## src/rtl/controle_linha_envase_pkg.sv

```systemverilog
// Shared definitions for the bottling-line sequencer:
// FSM state encoding and default tuning parameters.
package controle_linha_envase_pkg;

  localparam int W_DEF          = 8;
  localparam int CORK_LOW_DEF   = 5;
  localparam int REFILL_QTY_DEF = 15;
  localparam int MAG_MAX_DEF    = 31;
  localparam int FILL_MAX_DEF   = 64;
  localparam int SEAL_CYC_DEF   = 4;
  localparam int UNID_MAX       = 11;

  typedef enum logic [2:0] {
    S_IDLE   = 3'd0,
    S_MOVE   = 3'd1,
    S_FILL   = 3'd2,
    S_SEAL   = 3'd3,
    S_REFILL = 3'd4,
    S_ALARM  = 3'd5
  } estado_t;

endpackage

```

## src/rtl/controle_linha_envase_duzias.sv

```systemverilog
// Dozen counter: each incr pulse bumps cont_unid (0..11); the 12th
// rolls it to 0, bumps cont_duzias (wrapping) and pulses duzia_ok.
// Ports: clk, reset (sync, active-high), incr -> cont_unid, cont_duzias, duzia_ok.
module contador_duzias_seq
  import controle_linha_envase_pkg::*;
#(
  parameter int W = W_DEF
) (
  input  logic         clk,
  input  logic         reset,
  input  logic         incr,
  output logic [3:0]   cont_unid,
  output logic [W-1:0] cont_duzias,
  output logic         duzia_ok
);

  always_ff @(posedge clk) begin
    if (reset) begin
      cont_unid   <= '0;
      cont_duzias <= '0;
      duzia_ok    <= 1'b0;
    end else begin
      duzia_ok <= 1'b0;
      if (incr) begin
        if (cont_unid == 4'(UNID_MAX)) begin
          cont_unid   <= '0;
          cont_duzias <= cont_duzias + 1'b1;
          duzia_ok    <= 1'b1;
        end else begin
          cont_unid <= cont_unid + 1'b1;
        end
      end
    end
  end

endmodule

```

## src/rtl/controle_linha_envase.sv

```systemverilog
// Bottling station sequencer: move -> fill -> seal, cork refill, alarms.
// Ports: clk, reset, start, stop, alarm_ack, gar, cheio, load_estoque,
// qnt_estoque in; motor, valvula, ve, done, alarme, estoque, rolha_disp,
// cont_unid, cont_duzias, duzia_ok out (all registered).
module controle_linha_envase
  import controle_linha_envase_pkg::*;
#(
  parameter int W          = W_DEF,
  parameter int CORK_LOW   = CORK_LOW_DEF,
  parameter int REFILL_QTY = REFILL_QTY_DEF,
  parameter int MAG_MAX    = MAG_MAX_DEF,
  parameter int FILL_MAX   = FILL_MAX_DEF,
  parameter int SEAL_CYC   = SEAL_CYC_DEF
) (
  input  logic         clk,
  input  logic         reset,
  input  logic         start,
  input  logic         stop,
  input  logic         alarm_ack,
  input  logic         gar,
  input  logic         cheio,
  input  logic         load_estoque,
  input  logic [W-1:0] qnt_estoque,
  output logic         motor,
  output logic         valvula,
  output logic         ve,
  output logic         done,
  output logic         alarme,
  output logic [W-1:0] estoque,
  output logic [W-1:0] rolha_disp,
  output logic [3:0]   cont_unid,
  output logic [W-1:0] cont_duzias,
  output logic         duzia_ok
);

  localparam int FW  = $clog2(FILL_MAX);
  localparam int SCW = $clog2(SEAL_CYC + 1);

  estado_t        state_q, state_d;
  logic           stop_q;
  logic           pend;
  logic [FW-1:0]  fill_cnt;
  logic [SCW-1:0] seal_cnt;
  logic           seal_fim;
  logic [W-1:0]   rd_dec;
  logic [W-1:0]   espaco;
  logic [W-1:0]   n_a;
  logic [W-1:0]   n;
  logic [W-1:0]   n_ref;
  logic [W-1:0]   n_load;
  logic [W:0]     est_sum;
  logic [W-1:0]   est_nxt;

  // A stop pulse counts as pending in the cycle it arrives.
  assign pend     = stop_q | stop;
  assign seal_fim = (state_q == S_SEAL) &&
                    (seal_cnt == SCW'(SEAL_CYC - 1));
  assign rd_dec   = rolha_disp - 1'b1;

  // Refill amount: min(stock, REFILL_QTY, free magazine space).
  always_comb begin
    espaco = W'(MAG_MAX) - rolha_disp;
    n_a    = (estoque < W'(REFILL_QTY)) ? estoque : W'(REFILL_QTY);
    n      = (n_a < espaco) ? n_a : espaco;
    n_ref  = (state_q == S_REFILL) ? n : '0;
    n_load = load_estoque ? qnt_estoque : '0;
    // n never exceeds stock, so the sum cannot underflow.
    est_sum = {1'b0, estoque} - {1'b0, n_ref} + {1'b0, n_load};
    est_nxt = est_sum[W] ? '1 : est_sum[W-1:0];
  end

  always_comb begin
    state_d = state_q;
    unique case (state_q)
      S_IDLE: begin
        if (start) begin
          if (rolha_disp != '0)   state_d = S_MOVE;
          else if (estoque != '0) state_d = S_REFILL;
          else                    state_d = S_ALARM;
        end
      end
      S_MOVE: begin
        if (pend)     state_d = S_IDLE;
        else if (gar) state_d = S_FILL;
      end
      S_FILL: begin
        if (cheio) state_d = S_SEAL;
        else if (fill_cnt == FW'(FILL_MAX - 1))
          state_d = S_ALARM;
      end
      S_SEAL: begin
        if (seal_fim) begin
          if (pend)
            state_d = S_IDLE;
          else if (rd_dec <= W'(CORK_LOW) && estoque != '0)
            state_d = S_REFILL;
          else if (rd_dec == '0)
            state_d = S_ALARM;
          else
            state_d = S_MOVE;
        end
      end
      S_REFILL: state_d = pend ? S_IDLE : S_MOVE;
      S_ALARM: begin
        if (alarm_ack) state_d = S_IDLE;
      end
      default: state_d = S_IDLE;
    endcase
  end

  always_ff @(posedge clk) begin
    if (reset) begin
      state_q    <= S_IDLE;
      stop_q     <= 1'b0;
      fill_cnt   <= '0;
      seal_cnt   <= '0;
      motor      <= 1'b0;
      valvula    <= 1'b0;
      ve         <= 1'b0;
      done       <= 1'b0;
      alarme     <= 1'b0;
      estoque    <= '0;
      rolha_disp <= '0;
    end else begin
      state_q <= state_d;
      // Latch is dropped whenever we land in IDLE or ALARM.
      if (state_d == S_IDLE || state_d == S_ALARM)
        stop_q <= 1'b0;
      else
        stop_q <= pend;
      fill_cnt <= (state_q == S_FILL) ? fill_cnt + 1'b1 : '0;
      seal_cnt <= (state_q == S_SEAL && !seal_fim) ?
                  seal_cnt + 1'b1 : '0;
      motor   <= (state_d == S_MOVE);
      valvula <= (state_d == S_FILL);
      ve      <= (state_d == S_SEAL);
      alarme  <= (state_d == S_ALARM);
      done    <= seal_fim;
      estoque <= est_nxt;
      if (state_q == S_REFILL)
        rolha_disp <= rolha_disp + n;
      else if (seal_fim)
        rolha_disp <= rd_dec;
    end
  end

  contador_duzias_seq #(.W(W)) u_duzias (
    .clk         (clk),
    .reset       (reset),
    .incr        (seal_fim),
    .cont_unid   (cont_unid),
    .cont_duzias (cont_duzias),
    .duzia_ok    (duzia_ok)
  );

endmodule

```

## config.mk

```make
export PLATFORM = sky130hd
export DESIGN_NAME = controle_linha_envase
export DESIGN_NICKNAME = d
export VERILOG_FILES = /design/src/rtl/controle_linha_envase_pkg.sv /design/src/rtl/controle_linha_envase_duzias.sv /design/src/rtl/controle_linha_envase.sv
export SDC_FILE = /design/constraint.sdc
export NUM_CORES = 1
export LEC_CHECK = 0
export ABC_AREA = 1
export CORE_ASPECT_RATIO = 0.75
export CORE_UTILIZATION = 45
export CTS_BUF_LIST = sky130_fd_sc_hd__clkbuf_16
export CTS_CLUSTER_DIAMETER = 200
export DETAILED_ROUTE_END_ITERATION = 10
export PLACE_DENSITY = 0.64
export SYNTH_ARGS = -nofsm -noshare
export SYNTH_HDL_FRONTEND = slang
export SYNTH_SLANG_ARGS = --single-unit
```

## constraint.sdc

```tcl
create_clock -name clk -period 4.6 [get_ports clk]
set_clock_uncertainty 0.1 [all_clocks]
set_input_delay 1.15 -clock clk [delete_from_list [all_inputs] [get_ports clk]]
set_output_delay 1.15 -clock clk [all_outputs]
set_load 0.01 [all_outputs]
```

## After elaboration in Yosys (flattened, before gate mapping)

Index checks and enable logic that the tools add are counted.

| word-level totals | value |
|---|---|
| bits of input ports | 16 |
| register bits after elaboration | 47 |
| logic and storage cells | 81 |
| output and inout bits | 34 |

| cells by class | value |
|---|---|
| reductions and logical operators | 16 |
| bitwise gates (word level) | 4 |
| equal/unequal tests | 12 |
| muxes and demuxes | 23 |
| add/sub/neg operators | 9 |
| magnitude comparators | 3 |

Operator list:

| kind | number |
|---|---|
| two-way mux 8 bit | 7 |
| two-way mux 3 bit | 11 |
| one-hot mux 3 bit (6 select lines) | 1 |
| nonzero test 8 bit | 2 |
| == test 3 x 2 -> 1 bit, second input constant | 5 |
| adder 9 x 8 -> 9 bit | 1 |
| == test 3 bit, second input constant | 3 |
| subtractor 8 x 8 -> 9 bit | 1 |
| adder 8 x 1 -> 8 bit, second input constant | 1 |
| adder 8 bit | 1 |
| <= comparator 8 x 3 -> 1 bit, second input constant | 1 |
| logical NOT 8 bit | 1 |
| < comparator 8 x 4 -> 1 bit, second input constant | 1 |
| < comparator 8 bit | 1 |
| OR reduction 2 bit | 4 |
| subtractor 5 x 8 -> 8 bit, first input constant | 1 |
| subtractor 8 x 1 -> 8 bit, second input constant | 1 |
| adder 6 x 1 -> 6 bit, second input constant | 1 |
| == test 3 x 1 -> 1 bit, second input constant | 2 |
| == test 6 bit, second input constant | 1 |
| logical NOT 3 bit | 2 |
| adder 4 x 1 -> 4 bit, second input constant | 1 |
| == test 4 bit, second input constant | 1 |
| two-way mux 4 bit | 1 |
| other kinds (9) | 15 |

## Logic depth before layout (Yosys ltp)

Gate-level depths: netlist of run 1.

| depth | value |
|---|---|
| depth in word-level cells | 10 |
| depth in mapped cells | 34 |
| mapped depth without buffers | 34 |

## Modules after synthesis

Synthesis of run 1 repeated with hierarchy kept, for this count alone.

| second synthesis, totals | value |
|---|---|
| cell total of the unflattened synthesis | 468 |
| area total of the unflattened synthesis | 3340.7 µm² |

By module, submodules not included:

| module | area an instance (µm²) | sequential area each (µm²) | cells each | times used |
|---|---|---|---|---|
| controle_linha_envase | 2757.6 | 680.7 | 388 | 1 |
| contador_duzias_seq | 583.1 | 260.2 | 80 | 1 |

## Least setup slack after synthesis of run 1

OpenSTA, ideal clock, no wires.

| path | value |
|---|---|
| path kind | register to register |
| start | register rolha_disp[5] |
| end | register estoque[0] |
| buffers on the path | 0 |
| setup time | 113 ps |
| arrival time | 3789 ps |
| data required time | 4387 ps |
| stages on the path, launching flop included | 27 |
| setup slack | 598 ps |
| clock period less this slack | 4002 ps |
| cells stage by stage | dfxtp_1 inv_1 ha_1 xor2_1 ha_1 nand2_1 nor2_1 nand2_1 nand2_1 nand2_1 a21oi_1 fa_1 inv_1 fa_1 nand3_1 nand3_1 nand2_1 nand2_1 nand2_1 nand2_1 nand2_1 nand2_1 a21oi_1 or2_1 nand2_1 o21ai_1 inv_1 |

| between the ends | value |
|---|---|
| longest elaborated chain between the ends | 7 |

RTL lines:

| element | line | source |
|---|---|---|
| start: declaration | controle_linha_envase.sv:30 | `output logic [W-1:0] rolha_disp,` |
| start signal: assignment | controle_linha_envase.sv:141 | `rolha_disp <= rolha_disp + n;` |
| start signal: assignment | controle_linha_envase.sv:143 | `rolha_disp <= rd_dec;` |
| subtractor 5 x 8 -> 8 bit (*) | controle_linha_envase.sv:62 | `espaco = W'(MAG_MAX) - rolha_disp;` |
| < comparator 8 bit | controle_linha_envase.sv:64 | `n = (n_a < espaco) ? n_a : espaco;` |
| two-way mux 8 bit (*) | controle_linha_envase.sv:64 |  |
| two-way mux 8 bit (*) | controle_linha_envase.sv:65 | `n_ref = (state_q == S_REFILL) ? n : '0;` |
| subtractor 8 x 8 -> 9 bit (*) | controle_linha_envase.sv:68 | `est_sum = {1'b0, estoque} - {1'b0, n_ref} + {1'b0, n_load};` |
| adder 9 x 8 -> 9 bit (*) | controle_linha_envase.sv:68 |  |
| two-way mux 8 bit (*) | controle_linha_envase.sv:69 | `est_nxt = est_sum[W] ? '1 : est_sum[W-1:0];` |
| end signal: assignment | controle_linha_envase.sv:139 | `estoque <= est_nxt;` |
| end: declaration | controle_linha_envase.sv:29 | `output logic [W-1:0] estoque,` |

Every way passes the cells marked *; elsewhere a longest branch is shown, timed or not.
A chain may end at the register's enable or synchronous reset.

## Worst setup path after layout of run 1

| path | value |
|---|---|
| start | register estoque[4] |
| end | register estoque[1] |

| between the ends | value |
|---|---|
| longest elaborated chain between the ends | 8 |

RTL lines:

| element | line | source |
|---|---|---|
| < comparator 8 x 4 -> 1 bit | controle_linha_envase.sv:63 | `n_a = (estoque < W'(REFILL_QTY)) ? estoque : W'(REFILL_QTY);` |
| two-way mux 8 bit | controle_linha_envase.sv:63 |  |
| < comparator 8 bit | controle_linha_envase.sv:64 |  |
| two-way mux 8 bit | controle_linha_envase.sv:64 |  |
| two-way mux 8 bit | controle_linha_envase.sv:65 |  |
| subtractor 8 x 8 -> 9 bit (*) | controle_linha_envase.sv:68 |  |
| adder 9 x 8 -> 9 bit (*) | controle_linha_envase.sv:68 |  |
| two-way mux 8 bit (*) | controle_linha_envase.sv:69 |  |

Marks and branches as above.

==> impl_metrics.json, run 1 <==
{
  "clkSinkCount": 47,
  "setup_viol": 0,
  "tritoncts": "yes",
  "crit_path_start": "estoque[4]$_SDFF_PP0_",
  "ys_seq_area_share_pct": 27.9,
  "htreeDepth": 2,
  "synth_async_sr_flop_share_pct": 0,
  "dr.pass1.iters": 5,
  "cp.required_ns": 4.68,
  "setup_ws_ns": 0.373,
  "synth_top_area_share_pct": 27.9,
  "grt_antenna_before_repair": 0,
  "arrival_ns": 4.31,
  "status": "finished clean",
  "period_share_pct": 91.9,
  "fmax_mhz": 237,
  "synthesis.yosys.warnings": 0,
  "pre_cts_slack_ns": 0.0330,
  "n_antenna_cell": 0,
  "detail_route.vias_per_cell": 4.89,
  "path_clk_slew_ns": 0.07,
  "hp-class": "flip-flop to flip-flop",
  "grt_usage_pct": 20.7,
  "ys_types": 40,
  "vias": 3112,
  "synth_edf_count": 0,
  "routed_wl_um": 7800,
  "die_y_um": 77.0,
  "total_power_uw": 3030,
  "final_cells": 637,
  "maxCapViolations": 0,
  "avgRoutedWirePerCell_um": 12.3,
  "start_util_pct": 48.0,
  "clock_latency_ns": 0.29,
  "overflow": 0,
  "end_kind": "flip-flop",
  "drt-initial-drc-count": 115,
  "critPathMaxStageDelay_ns": 0.51,
  "critPathLaunchType": "flip-flop",
  "max_slew.worst_pin.slew_ns": 0.842,
  "hp-start": "seal_cnt[0]$_SDFF_PP0_",
  "final_nets": 597,
  "synth_area_leaders": "dfxtp_1 (28%), ha_1 (13%), nand2_1 (11%)",
  "cp_slowest_cell": "fa_1",
  "final.setup.tns_ns": 0,
  "syn_area_um2": 3370,
  "maxSlewHeadroom_pct": 43.6,
  "n_fill_cell": 674,
  "rows": 26,
  "area_delta_synth_final_pct": 24.5,
  "dpl.cell_count": 628,
  "cts_buffer_depth": 2,
  "worstPathMaxFanout": 6,
  "die-width_um": 102,
  "antenna_left": 0,
  "layout-drive-gt1-share_pct": 9.83,
  "grt_pass1_vias": 2797,
  "portBuffers": 49,
  "synth_top_flop_cell": "dfxtp_1",
  "die_area_um2": 7850,
  "drcViolationCount": 0,
  "io_pins": 50,
  "p_leak_uw": 0.00197,
  "power_density_nw_per_um2": 721,
  "dp_hpwl_um": 6020,
  "synth_area_leader_cell": "dfxtp_1",
  "cts_buffers": 5,
  "postSynthAreaPerCell_um2": 7.06,
  "hold_viol": 0,
  "path_class": "flip-flop to flip-flop",
  "cts_root_buffer": "clkbuf_16",
  "ir_drop_uv": 358,
  "syn_inst": 478,
  "cpMostUsedCell": "nand2_1",
  "core_area_um2": 7030,
  "grt_max_degree": 22,
  "ys_seq_elements": 47,
  "finalWeightedCongestion": 0.869,
  "grt_setup_unrepaired": "false",
  "r2r_start": "estoque[4]$_SDFF_PP0_",
  "slew_violations": 0,
  "finalCriticalPeriod_ns": 4.23,
  "cts_hold_buf": 0,
  "grt_pass1_wl_um": 12800
}
==> final timing paths <==
kind                       endpoint  slack, ns  cells after the start
min reg2reg  seal_cnt[0]$_SDFF_PP0_       0.32                      1
min          seal_cnt[0]$_SDFF_PP0_       0.32                      1
max reg2reg   estoque[1]$_SDFF_PP0_       0.37                     32
max           estoque[1]$_SDFF_PP0_       0.37                     32
==> layout by cell type (no fill, tap or decap), types with 11 or more instances in the layout <==
| cell type | instances |
|---|---|
| xor2_1 | 14 |
| nand3_1 | 25 |
| nor3_1 | 11 |
| inv_2 | 12 |
| dfxtp_1 | 47 |
| a21oi_1 | 30 |
| nor2_1 | 48 |
| nand2_1 | 92 |
| o21ai_0 | 15 |
| inv_1 | 75 |
| o21ai_1 | 11 |
| clkdlybuf4s50_1 | 49 |
| ha_1 | 34 |
==> sequential cells by signal, indices dropped and copies added (netlist names) <==
name / flops
rolha_disp: 8
valvula: 1
u_duzias.cont_duzias: 8
fill_cnt: 6
u_duzias.duzia_ok: 1
done: 1
estoque: 8
seal_cnt: 3
ve: 1
motor: 1
state_q: 3
u_duzias.cont_unid: 4
stop_q: 1
alarme: 1
==> cell families (layout without fill, tap and decap cells) <==
| logic type | after synthesis | after routing | synth area share [%] |
|---|---|---|---|
| compound gates | 71 | 71 | 11.7 |
| xor+xnor | 17 | 17 | 4.41 |
| fa+ha+maj | 43 | 43 | 17.9 |
| buf+inv | 95 | 152 | 10.7 |
| flops | 47 | 47 | 27.9 |
| other cells | 1 | 4 | 0.111 |
| simple gates | 204 | 205 | 27.3 |
==> power breakdown <==
| part | switching (uW) | internal (uW) | total [uW] |
|---|---|---|---|
| clock | 163 | 201 | 363 |
| combinational | 1240 | 836 | 2080 |
| sequential | 97.9 | 491 | 589 |
| total | 1500 | 1530 | 3030 |
==> worst max-delay path, delay by kind of cell (launching register included) <==
| kind | cells | cell delay [ns] |
|---|---|---|
| AO/OA/AOI/OAI | 3 | 0.36 |
| AND/OR/NAND/NOR | 21 | 1.82 |
| buffers and inverters | 5 | 0.33 |
| adder cells (fa/ha/maj) | 3 | 1.18 |
| flip-flops | 1 | 0.34 |
==> what timing repair did <==
item,in CTS,in global routing
gates cloned,0,1
pin swaps,0,0
gates resized for setup,1,8
buffers inserted,0,0
endpoints found under the setup margin,2,8
hold endpoints to repair,0,0
==> metal layers <==
layer / GRT usage [%] / vias to the layer above / share of wire, % / wire length, um
met1: 31.6 / 1386 / 53 / 4180
met3: 4.19 / 4 / 6.6 / 518
met5: 0 / - / 0 / 0
met2: 29.5 / 92 / 39 / 3060
met4: 4.57 / 0 / 0.65 / 51
li1: - / 1630 / - / -
==> cell usage after synthesis, types with 2 or more instances <==
master,number
a21oi_1,31
inv_2,12
nand2_1,96
o21ai_0,15
a31oi_1,2
nor2_2,5
o21ai_1,11
xor2_1,14
nand4_1,2
dfxtp_1,47
nor3b_1,2
a211oi_1,3
clkbuf_1,5
nor2_1,50
nor3_1,11
nand3_2,2
buf_2,2
nand2_2,2
fa_1,9
a221oi_1,2
inv_1,75
nand3_1,25
ha_1,34
o21a_1,2
o31ai_1,2
xnor2_1,3
==> through the flow <==
step                util (%)  hold slack (ns)  cell area, um2
floorplan                  -            0.299            3390
global placement        57.2            0.307            4020
detailed placement      57.2            0.320            4020
CTS                     59.3            0.330            4170
global route            59.8            0.351            4200
finish                  59.8            0.324            4200
==> area by class of cell <==
class | instances | area [um2] | area share (%)
flip-flops and latches | 47 | 941 | 22.4
clock inverters | 3 | 20.0 | 0.477
well taps | 98 | 123 | 2.92
clock buffers | 5 | 125 | 2.98
repair buffers | 56 | 543 | 12.9
multi-input cells | 340 | 2120 | 50.4
inverters | 88 | 332 | 7.89
Note: power is estimated with default switching activity, not from simulation.
==> run 2: changes to the inputs <==
- SKIP_LAST_GASP: not set -> 1
==> results of run 2 <==
Same layout as run 1: the final DEF is identical, and so are final timing and power.
